[src/rtl/scan_chain_ctrl.sv]
// scan_chain_ctrl: multiplexes one pad-side IO group across NUM_DESIGNS user
// designs daisy-chained on a serial scan chain of L = NUM_DESIGNS*IO_W bits.
// Each frame shifts the pad inputs into the selected slot, pulses a latch
// enable, captures every design's outputs, then shifts the chain back and
// updates the pad outputs from the selected slot.
//
// Ports:
//   wb_clk_i        system clock, rising edge
//   wb_rst_ni       asynchronous active-low reset
//   enable_i        run frames continuously while high
//   sel_i           design slot, sampled at frame start
//   div_i           phase length minus one, sampled at frame start
//   io_in           pad inputs, sampled at frame start
//   io_out          pad outputs, updated only when a frame completes
//   scan_clk_o      chain shift/capture clock
//   scan_data_o     serial data into the chain
//   scan_data_i     serial data from the chain end
//   scan_select_o   chain captures design outputs on scan_clk rise
//   scan_latch_en_o designs latch chain contents into their inputs
//   busy_o          high from frame start through the done cycle
//   frame_done_o    one-cycle pulse when io_out updates
//   sel_err_o       pulses with frame_done_o when sel >= NUM_DESIGNS
module scan_chain_ctrl #(
  parameter int IO_W        = 8,
  parameter int NUM_DESIGNS = 4,
  parameter int DIV_W       = 8,
  parameter int SEL_W       = (NUM_DESIGNS > 1) ? $clog2(NUM_DESIGNS) : 1
) (
  input  logic             wb_clk_i,
  input  logic             wb_rst_ni,
  input  logic             enable_i,
  input  logic [SEL_W-1:0] sel_i,
  input  logic [DIV_W-1:0] div_i,
  input  logic [IO_W-1:0]  io_in,
  output logic [IO_W-1:0]  io_out,
  output logic             scan_clk_o,
  output logic             scan_data_o,
  input  logic             scan_data_i,
  output logic             scan_select_o,
  output logic             scan_latch_en_o,
  output logic             busy_o,
  output logic             frame_done_o,
  output logic             sel_err_o
);

  localparam int unsigned L  = NUM_DESIGNS * IO_W;
  localparam int unsigned BW = $clog2(L + 1);

  typedef enum logic [2:0] {
    S_IDLE,
    S_SHIFT_IN,
    S_LATCH,
    S_CAPTURE,
    S_SHIFT_OUT,
    S_DONE
  } state_e;

  state_e           state_q;
  logic [SEL_W-1:0] sel_q;
  logic             sel_ok_q;
  logic [DIV_W-1:0] div_q;
  logic [DIV_W-1:0] ph_q;
  logic [BW-1:0]    bit_q;
  logic             hi_q;
  // Bits still to be sent after the current one; MSB is the next bit out.
  logic [L-2:0]     sh_q;
  logic [L-1:0]     r_q;

  logic [IO_W-1:0]  io_out_q;
  logic             scan_clk_q;
  logic             scan_data_q;
  logic             scan_select_q;
  logic             latch_en_q;
  logic             busy_q;
  logic             frame_done_q;
  logic             sel_err_q;

  logic [L-1:0]     vec_d;
  logic [L-1:0]     r_d;
  logic [IO_W-1:0]  slot_d;
  logic             sel_ok_d;
  logic             sample_en;
  logic             phase_end;
  logic             last_bit;
  logic             start_frame;

  assign phase_end   = (ph_q == div_q);
  assign last_bit    = (bit_q == BW'(L - 1));
  assign start_frame = ((state_q == S_IDLE) || (state_q == S_DONE)) && enable_i;
  assign sample_en   = (state_q == S_SHIFT_OUT) && hi_q && (ph_q == '0);
  assign sel_ok_d    = (32'(sel_i) < 32'(NUM_DESIGNS));

  // r_d folds in the sample taken this cycle, so with 1-cycle phases the last
  // bit still reaches io_out on the transition into DONE.
  always_comb begin
    vec_d  = '0;
    slot_d = '0;
    r_d    = sample_en ? {r_q[L-2:0], scan_data_i} : r_q;
    for (int unsigned i = 0; i < NUM_DESIGNS; i++) begin
      if (sel_i == SEL_W'(i)) vec_d[i*IO_W +: IO_W] = io_in;
      if (sel_q == SEL_W'(i)) slot_d = r_d[i*IO_W +: IO_W];
    end
  end

  always_ff @(posedge wb_clk_i or negedge wb_rst_ni) begin
    if (!wb_rst_ni) begin
      state_q       <= S_IDLE;
      sel_q         <= '0;
      sel_ok_q      <= 1'b0;
      div_q         <= '0;
      ph_q          <= '0;
      bit_q         <= '0;
      hi_q          <= 1'b0;
      sh_q          <= '0;
      r_q           <= '0;
      io_out_q      <= '0;
      scan_clk_q    <= 1'b0;
      scan_data_q   <= 1'b0;
      scan_select_q <= 1'b0;
      latch_en_q    <= 1'b0;
      busy_q        <= 1'b0;
      frame_done_q  <= 1'b0;
      sel_err_q     <= 1'b0;
    end else begin
      ph_q <= phase_end ? '0 : ph_q + 1'b1;
      r_q  <= r_d;

      case (state_q)
        S_IDLE: begin
          ph_q <= '0;
        end

        S_SHIFT_IN: begin
          if (phase_end) begin
            if (!hi_q) begin
              hi_q       <= 1'b1;
              scan_clk_q <= 1'b1;
            end else begin
              hi_q       <= 1'b0;
              scan_clk_q <= 1'b0;
              if (last_bit) begin
                bit_q       <= '0;
                scan_data_q <= 1'b0;
                latch_en_q  <= 1'b1;
                state_q     <= S_LATCH;
              end else begin
                bit_q       <= bit_q + 1'b1;
                scan_data_q <= sh_q[L-2];
                sh_q        <= {sh_q[L-3:0], 1'b0};
              end
            end
          end
        end

        S_LATCH: begin
          if (phase_end) begin
            latch_en_q    <= 1'b0;
            scan_select_q <= 1'b1;
            state_q       <= S_CAPTURE;
          end
        end

        S_CAPTURE: begin
          if (phase_end) begin
            if (!hi_q) begin
              hi_q       <= 1'b1;
              scan_clk_q <= 1'b1;
            end else begin
              hi_q          <= 1'b0;
              scan_clk_q    <= 1'b0;
              scan_select_q <= 1'b0;
              state_q       <= S_SHIFT_OUT;
            end
          end
        end

        S_SHIFT_OUT: begin
          if (phase_end) begin
            if (!hi_q) begin
              hi_q       <= 1'b1;
              scan_clk_q <= 1'b1;
            end else begin
              hi_q       <= 1'b0;
              scan_clk_q <= 1'b0;
              if (last_bit) begin
                bit_q        <= '0;
                frame_done_q <= 1'b1;
                sel_err_q    <= !sel_ok_q;
                if (sel_ok_q) io_out_q <= slot_d;
                state_q      <= S_DONE;
              end else begin
                bit_q <= bit_q + 1'b1;
              end
            end
          end
        end

        S_DONE: begin
          frame_done_q <= 1'b0;
          sel_err_q    <= 1'b0;
          busy_q       <= 1'b0;
          state_q      <= S_IDLE;
        end

        default: state_q <= S_IDLE;
      endcase

      // DONE doubles as the start cycle of the next frame when enable_i is
      // still high, so back-to-back frames leave no idle gap.
      if (start_frame) begin
        sel_q       <= sel_i;
        sel_ok_q    <= sel_ok_d;
        div_q       <= div_i;
        sh_q        <= vec_d[L-2:0];
        scan_data_q <= vec_d[L-1];
        scan_clk_q  <= 1'b0;
        hi_q        <= 1'b0;
        bit_q       <= '0;
        ph_q        <= '0;
        busy_q      <= 1'b1;
        state_q     <= S_SHIFT_IN;
      end
    end
  end

  assign io_out          = io_out_q;
  assign scan_clk_o      = scan_clk_q;
  assign scan_data_o     = scan_data_q;
  assign scan_select_o   = scan_select_q;
  assign scan_latch_en_o = latch_en_q;
  assign busy_o          = busy_q;
  assign frame_done_o    = frame_done_q;
  assign sel_err_o       = sel_err_q;

endmodule

[config.mk]
export PLATFORM = sky130hd
export DESIGN_NAME = scan_chain_ctrl
export DESIGN_NICKNAME = d
export VERILOG_FILES = /design/src/rtl/scan_chain_ctrl.sv
export SDC_FILE = /design/constraint.sdc
export NUM_CORES = 1
export LEC_CHECK = 0
export BUFFER_PORTS_ARGS = -buffer_cell sky130_fd_sc_hd__buf_4
export CAP_MARGIN = 20
export CORE_MARGIN = 1.5
export CORE_UTILIZATION = 40
export CTS_BUF_LIST = sky130_fd_sc_hd__clkbuf_16
export DETAILED_ROUTE_END_ITERATION = 7
export MAX_ROUTING_LAYER = met4
export PLACE_DENSITY = 0.68
export SETUP_SLACK_MARGIN = 0.1
export SLEW_MARGIN = 30
export SYNTH_ARGS = -nofsm -noshare
export SYNTH_HDL_FRONTEND = slang
export SYNTH_SLANG_ARGS = --single-unit
export TNS_END_PERCENT = 10
[constraint.sdc]
create_clock -name wb_clk_i -period 6.15 [get_ports wb_clk_i]
set_input_delay 0.615 -clock wb_clk_i [delete_from_list [all_inputs] [get_ports wb_clk_i]]
set_output_delay 0.615 -clock wb_clk_i [all_outputs]
set_load 0.02 [all_outputs]
# Yosys cells after proc, flatten, opt, wreduce, memory -nomap -nowiden
# Index checks and enable logic that the tools add are counted.
# Widths: inputs -> output; s select.
[classes] addsub=2 mul=0 div=0 order_cmp=0 eq_ne=33 n_shift=0 muxes=58 n_bitwise=0 reduce_logical=29
[ops] operator="$mux 31" n=5
[ops] operator="$mux 8" n=11
[ops] operator="$mux 32" n=1
[ops] operator="$mux 3" n=10
[ops] operator="$mux 6" n=5
[ops] operator="$ne 3x3->1 const B" n=9
[ops] operator="$mux 1" n=21
[ops] operator="$ne 2x2->1 const B" n=10
[ops] operator="$reduce_bool 2->1" n=9
[ops] operator="$pmux 3 s5" n=1
[ops] operator="$reduce_and 4->1" n=3
[ops] operator="$reduce_and 10->1" n=1
[ops] operator="$reduce_and 5->1" n=2
[ops] operator="$add 8x1->8 const B" n=1
[ops] operator="$eq 2x2->1 const B" n=4
[ops] operator="$eq 8x8->1" n=1
[ops] operator="$logic_not 8->1" n=1
[ops] operator="$pmux 1 s2" n=4
[ops] operator="$add 6x1->6 const B" n=1
[ops] operator="$eq 3x2->1 const B" n=2
[ops] operator="$eq 3x3->1 const B" n=2
[ops] operator="$eq 6x5->1 const B" n=1
[ops] operator="$reduce_and 3->1" n=2
[ops] operator="$eq 2x1->1 const B" n=2
[ops] operator="10 further kinds" n=13
[word_totals] reg_bits=106 latchBits=0 ramBits=0 rom_bits=0 output_inout_bits=15 word_cells=138 n_memories=0

# Longest topological paths before layout
# Gate-level depths: netlist of the first run.
[logic_depth] word_depth=8 depth_mapped=9 mapped_depth_nobuf=7

# Worst setup path before layout of the first run
# No wires, ideal clock.
[synth_path] path_kind="flip-flop to flip-flop" startpoint="register ph_q[0]" endpoint="register io_out_q[5] (netlist: io_out[5])" setup_ns=0.124 arrival_time_ns=2.131 required_ns=6.026 path_slack_ns=3.895 stages_incl_launch_ff=9 path_buffers=1 synth_period_minus_slack_ns=2.255 path_cell_list="dfrtp_1 inv_1 ha_1 or4bb_1 nor3_4 buf_6 mux2_2 o2bb2ai_1 o31a_1"
[synth_via] elab_chain_len=7 word_cells_on_any_way=9
[synth_rtl] element="start, declared" line_no="62" source="logic [DIV_W-1:0] ph_q;"
[synth_rtl] element="start signal, assigned" line_no="125" source="ph_q <= phase_end ? '0 : ph_q + 1'b1;"
[synth_rtl] element="$logic_not 8->1" line_no="90" source="assign sample_en = (state_q == S_SHIFT_OUT) && hi_q && (ph_q == '0);"
[synth_rtl] element="$logic_and 1x1->1" line_no="90"
[synth_rtl] element="$mux 32" line_no="98" source="r_d = sample_en ? {r_q[L-2:0], scan_data_i} : r_q;"
[synth_rtl] element="named net r_d[5]" line_no="79" source="logic [L-1:0] r_d;"
[synth_rtl] element="$mux 8 (4 in series)" line_no="101" source="if (sel_q == SEL_W'(i)) slot_d = r_d[i*IO_W +: IO_W];"
[synth_rtl] element="end signal, assigned" line_no="189" source="if (sel_ok_q) io_out_q <= slot_d;"
[synth_rtl] element="end, declared" line_no="69" source="logic [IO_W-1:0] io_out_q;"
# The timed path passes the listed nets, and every way through them passes these cells.
# A chain may end at the register's enable or synchronous reset.

# Final worst setup path of the first run
[layout_path] startpoint="register state_q[2]" endpoint="register io_out_q[6] (netlist: io_out[6])"
[layout_via] word_cells_on_any_way=9
[layout_lines] element="start, declared" line_no="58" source="state_e state_q;"
[layout_lines] element="start signal, assigned" line_no="107" source="state_q <= S_IDLE;"
[layout_lines] element="start signal, assigned" line_no="145" source="state_q <= S_LATCH;"
[layout_lines] element="start signal, assigned" line_no="159" source="state_q <= S_CAPTURE;"
[layout_lines] element="$eq 3x3->1" line_no="90"
[layout_lines] element="$logic_and 1x1->1 (2 in series)" line_no="90"
[layout_lines] element="$mux 32" line_no="98"
[layout_lines] element="named net r_d[14]" line_no="79"
[layout_lines] element="$mux 8 (3 in series)" line_no="101"
# The timed path passes the listed nets, and every way through them passes these cells.

==> key figures, run 1 <==
Outcome
  – Status: complete, no violations

Place
  – IO Port Bufs: 36
  – Cell total after placement: 727
  – Dpl hpwl: 7.58 mm
  – Final GP Congestion: 0.818

Floorplanning
  – Top-Level Pins: 37
  – Die footprint: 0.0139 sq mm
  – Die X: 118 um
  – Die H: 118 um
  – Core Rows: 41
  – Starting Density: 0.415
  – CORE AREA: 0.0128 sq mm

Synthesis
  – Main synth FF type: dfrtp_1
  – Compound-Gate Fraction of Synth Area: 0.0999
  – Synth Register Bits: 106
  – Gate count of the mapped netlist: 544
  – Cell accounting for the most synthesized area: dfrtp_1
  – Yosys Warn Count: 0
  – Adder-Cell Fraction of Synth Area: 0.00709
  – Synth unique cells: 55
  – Mapped cell area: 0.00530 sq mm
  – XOR/XNOR share of the synthesized area: 0.0265
  – Post-synthesis simple-gate area fraction: 0.214
  – Syn nets: 569
  – Top area cells in the synthesized netlist: dfrtp_1 (50%), nand2_1 (9.8%), mux2_2 (7.0%)
  – Number of synthesized flops with an enable pin: 0
  – Avg Cell Area, Syn: 9.74 sq um
  – Post-synthesis mux area share: 0.115
  – Yosys top cell area share: 0.501
  – Post-synthesis sequential area ratio: 0.501
  – Ys async rst share: 1.00
  – Main combinational cell family by area after synthesis: simple AND/OR/NAND/NOR gates

Pwr
  – Sw Ratio: 0.324
  – Max VDD drop: 205 uV
  – Int Pwr: 0.00152 W
  – NetSw: 0.000731 W
  – Combinational Power Share: 0.260
  – Power density over the cells: 374 mW/mm^2
  – Reg power frac: 0.456
  – Leak: 2.98 nW
  – Clock power share: 0.284
  – Final Total Pwr: 0.00225 W

Drt
  – Detailed Route Iter0 Violations: 294
  – Final wirelength: 11.1 mm
  – Routed len/inst: 14.9 um
  – Post-DRT Antenna Nets: 0
  – Total number of vias: 3957
  – DRC: 0
  – DRT Pass-1 Iters: 4
  – Routed vias/inst: 5.33

Timing
  – Setup TNS: 0 ns
  – Final hold violation count: 0
  – Hold Slack: 0.293 ns
  – Unrepaired setup endpoints after global routing: false
  – Clock Skews: 0.00756 ns
  – Final Cycle Share: 0.476
  – Fin. max-slew vios: 0
  – Final Critical Period: 2.93 ns
  – Final setup fails: 0
  – Worst slew pin tran: 0.951 ns
  – Relative slew slack: 0.361
  – Fmax: 341 MHz

Layout
  – Share of layout cells above drive strength 1: 0.172
  – Area growth from synthesis to layout: 13.7%
  – Antenna cell count: 0
  – Final non-filler cell total: 743
  – Nets: 591
  – Filler instances: 1198

Clock tree
  – Post-CTS Setup Bufs: 0
  – CTS max path bufs: 2
  – CTS tree: yes
  – Num Clock Sinks: 106
  – H-tree Lvls: 3
  – Reg clk slew, reported paths: 0.07 ns
  – Num CTS Buffers: 9
  – Post-CTS sizing: 0
  – Root Buffer Master: clkbuf_16
  – Clk Latency, worst-skew pair: 0.35 ns
  – Hold Buf Count CTS: 0

Setup path
  – CP Data Arrival Time: 3.14 ns
  – Critical path type: flip-flop to flip-flop
  – Startpoint Class: flip-flop
  – WP data required: 6.36 ns
  – R2r worst-path depth: 5
  – Critical path endpoint category: flip-flop
  – Peak fanout along the critical path: 27

GRT
  – Vias in the first global route: 3921
  – GRT Overall Usage: 0.175
  – GRT overflow: 0
  – First-pass GRT wire length: 19.2 mm
  – Pin count of the biggest net entering global routing: 57
  – Initial antenna violation count: 0

Min path
  – Hold WC Path Type: primary input to async pin

Job
  – Max-capacitance violation count: 0
-- path summary, 6_finish.rpt --
kind	start	end	slack, ns
worst max-delay path	state_q[2]	io_out[6]	3.22
worst min-delay path	wb_rst_ni	io_out[7]	0.29
worst max register to register	state_q[2]	io_out[6]	3.22
worst min register to register	r_q[6]	r_q[6]	0.49
max in group asynchronous	wb_rst_ni	r_q[16]	4.70
min in group wb_clk_i	div_i[0]	div_q[0]	0.45
-- cell type report --
type                            count  area, sq um  area share
Clock buffer                        9          225      0.0374
Timing Repair Buffer               41          308      0.0511
Sequential cell                   106         2650       0.441
Tap cell                          172          215      0.0357
Inverter                           12         45.0     0.00748
Multi-Input combinational cell    396         2470       0.410
Clock inverter                      7          109      0.0181
-- cells in the mapped netlist (2+ instances only) --
library cell	instances
a21oi_1	8
a221o_1	2
a221oi_1	3
a22o_1	17
a31oi_1	3
and2_1	3
and3_1	5
buf_1	4
buf_2	3
buf_4	3
buf_6	3
clkbuf_1	17
dfrtp_1	106
ha_1	3
inv_1	12
mux2_1	4
mux2_2	33
mux2i_1	19
nand2_1	138
nand2b_1	5
nand3_1	26
nand4_1	8
nor2_1	35
nor2b_1	6
nor3_1	7
nor3b_1	3
nor4_1	2
nor4_2	2
o211ai_1	3
o21ai_0	9
o22ai_1	2
o31ai_1	12
or2_2	2
xnor2_1	2
xor2_1	14
-- power by group through the flow --
stage	Clock, W	Sequential (W)	Combinational [W]
final	0.000640	0.00103	0.000586
after global routing	0.000685	0.00106	0.000658
after CTS	0.000660	0.00103	0.000589
after detailed placement	0	0.00104	0.000586
after global placement	0	0.00103	0.000568
after floorplan	0	0.000971	0.000489
-- kinds of logic after synthesis --
| kind of cell | Yosys count |
|---|---|
| adders and majority gates | 3 |
| buffers and inverters | 42 |
| and+or+nand+nor | 250 |
| DFF | 106 |
| xor gates and xnor gates | 16 |
| muxes | 56 |
| AOI/OAI and AO/OA | 71 |
-- through the flow --
step	setup WS (ns)	utilization	instance area, sq um
floorplan	3.90	-	5300
global placement	3.11	0.444	5670
detailed placement	3.29	0.445	5680
CTS	3.26	0.471	6010
global route	2.94	0.471	6020
finish	3.22	0.471	6020
-- critical path, stage by stage (launching register included) --
cell,delay (ns)
dfrtp_1,0.60
nor3b_1,0.63
nand3_2,0.63
mux2_2,0.48
a221oi_1,0.31
o31ai_1,0.11
-- state kept, by name (all words and copies together), names as in the netlist, 2 cells and up --
name / count
r_q: 32
sh_q: 31
div_q: 8
io_out: 8
ph_q: 8
bit_q: 6
state_q: 3
sel_q: 2
-- placed cells by master (no fill, tap or decap), types with 7 or more instances in the layout --
cell       count
a21oi_1        8
o31ai_1       12
a22o_1        17
mux2i_1       19
nor3_1         7
clkbuf_16      9
nand2_1      138
nand4_1        8
inv_1         13
nor2_1        35
nand3_1       25
buf_4         41
xor2_1        14
dfrtp_1      106
o21ai_0        9
mux2_2        33
-- routing by layer --
| layer | part of all wire | up-vias | track usage |
|---|---|---|---|
| li1 | - | 1932 | - |
| met1 | 0.47 | 1930 | 0.227 |
| met2 | 0.48 | 83 | 0.268 |
| met3 | 0.041 | 12 | 0.0460 |
| met4 | 0.012 | 0 | 0.0518 |
| met5 | 0 | - | - |
No activity file was read; power rests on OpenSTA's default activity.
==> inputs of run 2 (changes only) <==
PLACE_DENSITY = 0.7   (was 0.68)
clock period = 2.5 ns   (was 6.15 ns; I/O delays follow)
==> run 2 against run 1 <==
  * Cell area up 5.0%
  * Register-to-register slack worse by 3.2 ns
  * Fmax up 20%
  * Via count up 6.2%
  * Wire length up 9.4%
  * Sequential power up 140%
==> key figures, run 2 (same netlist as run 1, synthesis figures left out) <==
Floorplanning
  – Die X: 118 um (unchanged)
  – Starting Density: 0.415 (unchanged)
  – Core Rows: 41 (unchanged)
  – Die H: 118 um (unchanged)
  – CORE AREA: 0.0128 sq mm (unchanged)
  – Die footprint: 0.0139 sq mm (unchanged)
  – Top-Level Pins: 37 (unchanged)

Timing
  – Unrepaired setup endpoints after global routing: true (was false)
  – Fin. max-slew vios: 0 (unchanged)
  – Final Cycle Share: 0.974 (was 0.476)
  – Hold Slack: 0.0837 ns (was 0.293 ns)
  – Final setup fails: 0 (unchanged)
  – Clock Skews: 0.0124 ns (was 0.00756 ns)
  – Fmax: 410 MHz (was 341 MHz)
  – Final Critical Period: 2.44 ns (was 2.93 ns)
  – Final hold violation count: 0 (unchanged)
  – Relative slew slack: 0.488 (was 0.361)
  – Worst slew pin tran: 0.768 ns (was 0.951 ns)

Layout
  – Antenna cell count: 0 (unchanged)
  – Commonest non-fill, non-tap cell in the layout: nand2_1 (unchanged)
  – Nets: 622 (was 591)
  – Share of layout cells above drive strength 1: 0.224 (was 0.172)
  – Filler instances: 1193 (was 1198)
  – Commonest non-fill, non-tap cells in the layout: nand2_1 (138), dfrtp_1 (106), buf_4 (63), nor2_1 (35), mux2_2 (30) (was nand2_1 (138), dfrtp_1 (106), buf_4 (41), nor2_1 (35), mux2_2 (33))
  – Top Registers: r_q x32, sh_q x31 (unchanged)
  – Area growth from synthesis to layout: 19.4% (was 13.7%)
  – Finished layout cell area: 0.00632 sq mm (was 0.00602 sq mm)
  – Max FFs per register: 32 (unchanged)
  – Most flops, register: r_q (unchanged)

Setup path
  – Slowest CP cell: or4bb_4 (was nor3b_1)
  – Worst path max stage delay: 0.49 ns (was 0.63 ns)
  – Top delay family on crit path: simple AND/OR/NAND/NOR gates (unchanged)
  – Startpoint Class: flip-flop (unchanged)
  – CP Cell Sequence: inv_1 -> ha_2 -> or4bb_4 -> nor3_4 -> buf_6 -> buf_12 -> buf_12 -> mux2i_1 -> a221o_1 -> a22o_1 (was nor3b_1 -> nand3_2 -> mux2_2 -> a221oi_1 -> o31ai_1)
  – R2r worst-path depth: 10 (was 5)
  – Peak fanout along the critical path: 6 (was 27)
  – Critical path endpoint category: flip-flop (unchanged)
  – Critical path type: flip-flop to flip-flop (unchanged)
  – WP data required: 2.74 ns (was 6.36 ns)
  – Most Frequent Cell on Critical Path: buf_12
  – CP Buf/Inv Count: 4 (was 0)
  – CP Data Arrival Time: 2.68 ns (was 3.14 ns)
  – Stages on worst setup path: 10 (was 5)

Pwr
  – Combinational Power Share: 0.314 (was 0.260)
  – Power density over the cells: 860 mW/mm^2 (was 374 mW/mm^2)
  – Sw Ratio: 0.344 (was 0.324)
  – Max VDD drop: 508 uV (was 205 uV)
  – Int Pwr: 0.00357 W (was 0.00152 W)
  – Reg power frac: 0.455 (was 0.456)
  – Clock power share: 0.231 (was 0.284)
  – Leak: 3.13 nW (was 2.98 nW)
  – NetSw: 0.00187 W (was 0.000731 W)

Clock tree
  – H-tree Lvls: 3 (unchanged)
  – Clk Latency, worst-skew pair: 0.35 ns (about the same)
  – Num Clock Sinks: 106 (unchanged)
  – CTS tree: yes (unchanged)
  – CTS max path bufs: 2 (unchanged)
  – Root Buffer Master: clkbuf_16 (unchanged)
  – Num CTS Buffers: 9 (unchanged)
  – Reg clk slew, reported paths: 0.07 ns (about the same)

GRT
  – Pin count of the biggest net entering global routing: 49 (was 57)
  – GRT overflow: 0 (unchanged)
  – Initial antenna violation count: 0 (unchanged)
  – GRT Overall Usage: 0.183 (was 0.175)
  – Vias in the first global route: 4080 (was 3921)
  – First-pass GRT wire length: 20.0 mm (was 19.2 mm)

Min path
  – Hold WC Path Type: primary input to flip-flop (was primary input to async pin)
  – WHS Path Cells: 3

Outcome
  – Status: complete, no violations (unchanged)

Drt
  – Met1 WL: 5.58 mm (was 5.21 mm)
  – Detail Route met2 WL: 5.89 mm (was 5.31 mm)
  – Total number of vias: 4204 (was 3957)
  – Routed vias/inst: 5.45 (was 5.33)
  – Max Used Layer: met4 (unchanged)
  – DRC: 0 (unchanged)
  – Detailed Route Iter0 Violations: 244 (was 294)
  – Post-DRT Antenna Nets: 0 (unchanged)
  – DRT Pass-1 Iters: 4 (unchanged)
  – Met3 routed WL: 553 um (was 450 um)
  – Routed len/inst: 15.8 um (was 14.9 um)
  – Final wirelength: 12.1 mm (was 11.1 mm)

Place
  – Post-Place Cell Area: 0.00585 sq mm (was 0.00568 sq mm)
  – Dpl hpwl: 8.14 mm (was 7.58 mm)
  – IO Port Bufs: 36 (unchanged)
  – Final GP Congestion: 0.811 (was 0.818)

Job
  – Max-capacitance violation count: 0 (unchanged)
-- run 2: changes by cell type in the layout (fill, tap and decap cells not counted), sizes merged --
cell	delta
dlygate4sd3	+1
buf	+28
clkinv	+1
clkinvlp	-1
clkbuf	+2
bufinv	-3
-- run 2: metal layers --
layer / vias to the layer above / track usage
met5: - / -
met1: 2095 / 0.238
li1: 1997 / -
met3: 13 / 0.0460
met2: 99 / 0.286
met4: 0 / 0.0488
-- run 2: what timing repair did --
item / in CTS / in global routing
gates resized for setup: 1 / 14
endpoints found under the hold margin: 45 / 0
hold buffers: 1 / 0
pin swaps: 0 / 9
buffers inserted: 0 / 9
gates cloned: 0 / 2
setup endpoints to repair: 1 / 4
-- run 2: cell type report --
class	instances	area (sq um)	share of cell area
multi-input cells	396	2530	0.400
inverters	12	45.0	0.00712
clock buffers	9	225	0.0356
clock inverters	4	21.3	0.00336
repair buffers	72	636	0.101
flip-flops and latches	106	2650	0.420
well taps	172	215	0.0340
-- run 2: metrics by stage --
stage               power, W   util  instances  worst slack [ns]  TNS (ns)
floorplan            0.00359      -        544             0.245         0
global placement     0.00406  0.458        746             0.206         0
detailed placement   0.00412  0.458        746            0.0909         0
CTS                  0.00541  0.479        760            0.0833         0
global route         0.00581  0.495        771           -0.0238   -0.0552
finish               0.00544  0.495        771            0.0639         0
-- run 2: power by group through the flow --
stage	sequential [W]	clock, W	combinational [W]
2_1_floorplan	0.00239	0	0.00120
3_3_place_gp	0.00248	0	0.00158
3_5_place_dp	0.00249	0	0.00163
4_1_cts	0.00246	0.00130	0.00166
5_1_grt	0.00253	0.00137	0.00191
6_report	0.00247	0.00126	0.00171
-- run 2: final timing paths --
check                      startpoint        end  slack (ns)
min in group asynchronous   wb_rst_ni  io_out[6]        0.47
max in group asynchronous   wb_rst_ni   bit_q[5]        1.39
setup reg to reg              ph_q[0]  io_out[4]        0.06
hold reg to reg             io_out[6]  io_out[6]        0.48
setup / recovery              ph_q[0]  io_out[4]        0.06
hold / removal               div_i[5]   div_q[5]        0.08
-- run 2: worst reg2reg max path: stages (launching register included) --
cell	delay [ns]
dfrtp_1	0.38
inv_1	0.06
ha_2	0.17
or4bb_4	0.49
nor3_4	0.25
buf_6	0.14
buf_12	0.12
buf_12	0.11
mux2i_1	0.06
a221o_1	0.35
a22o_1	0.19
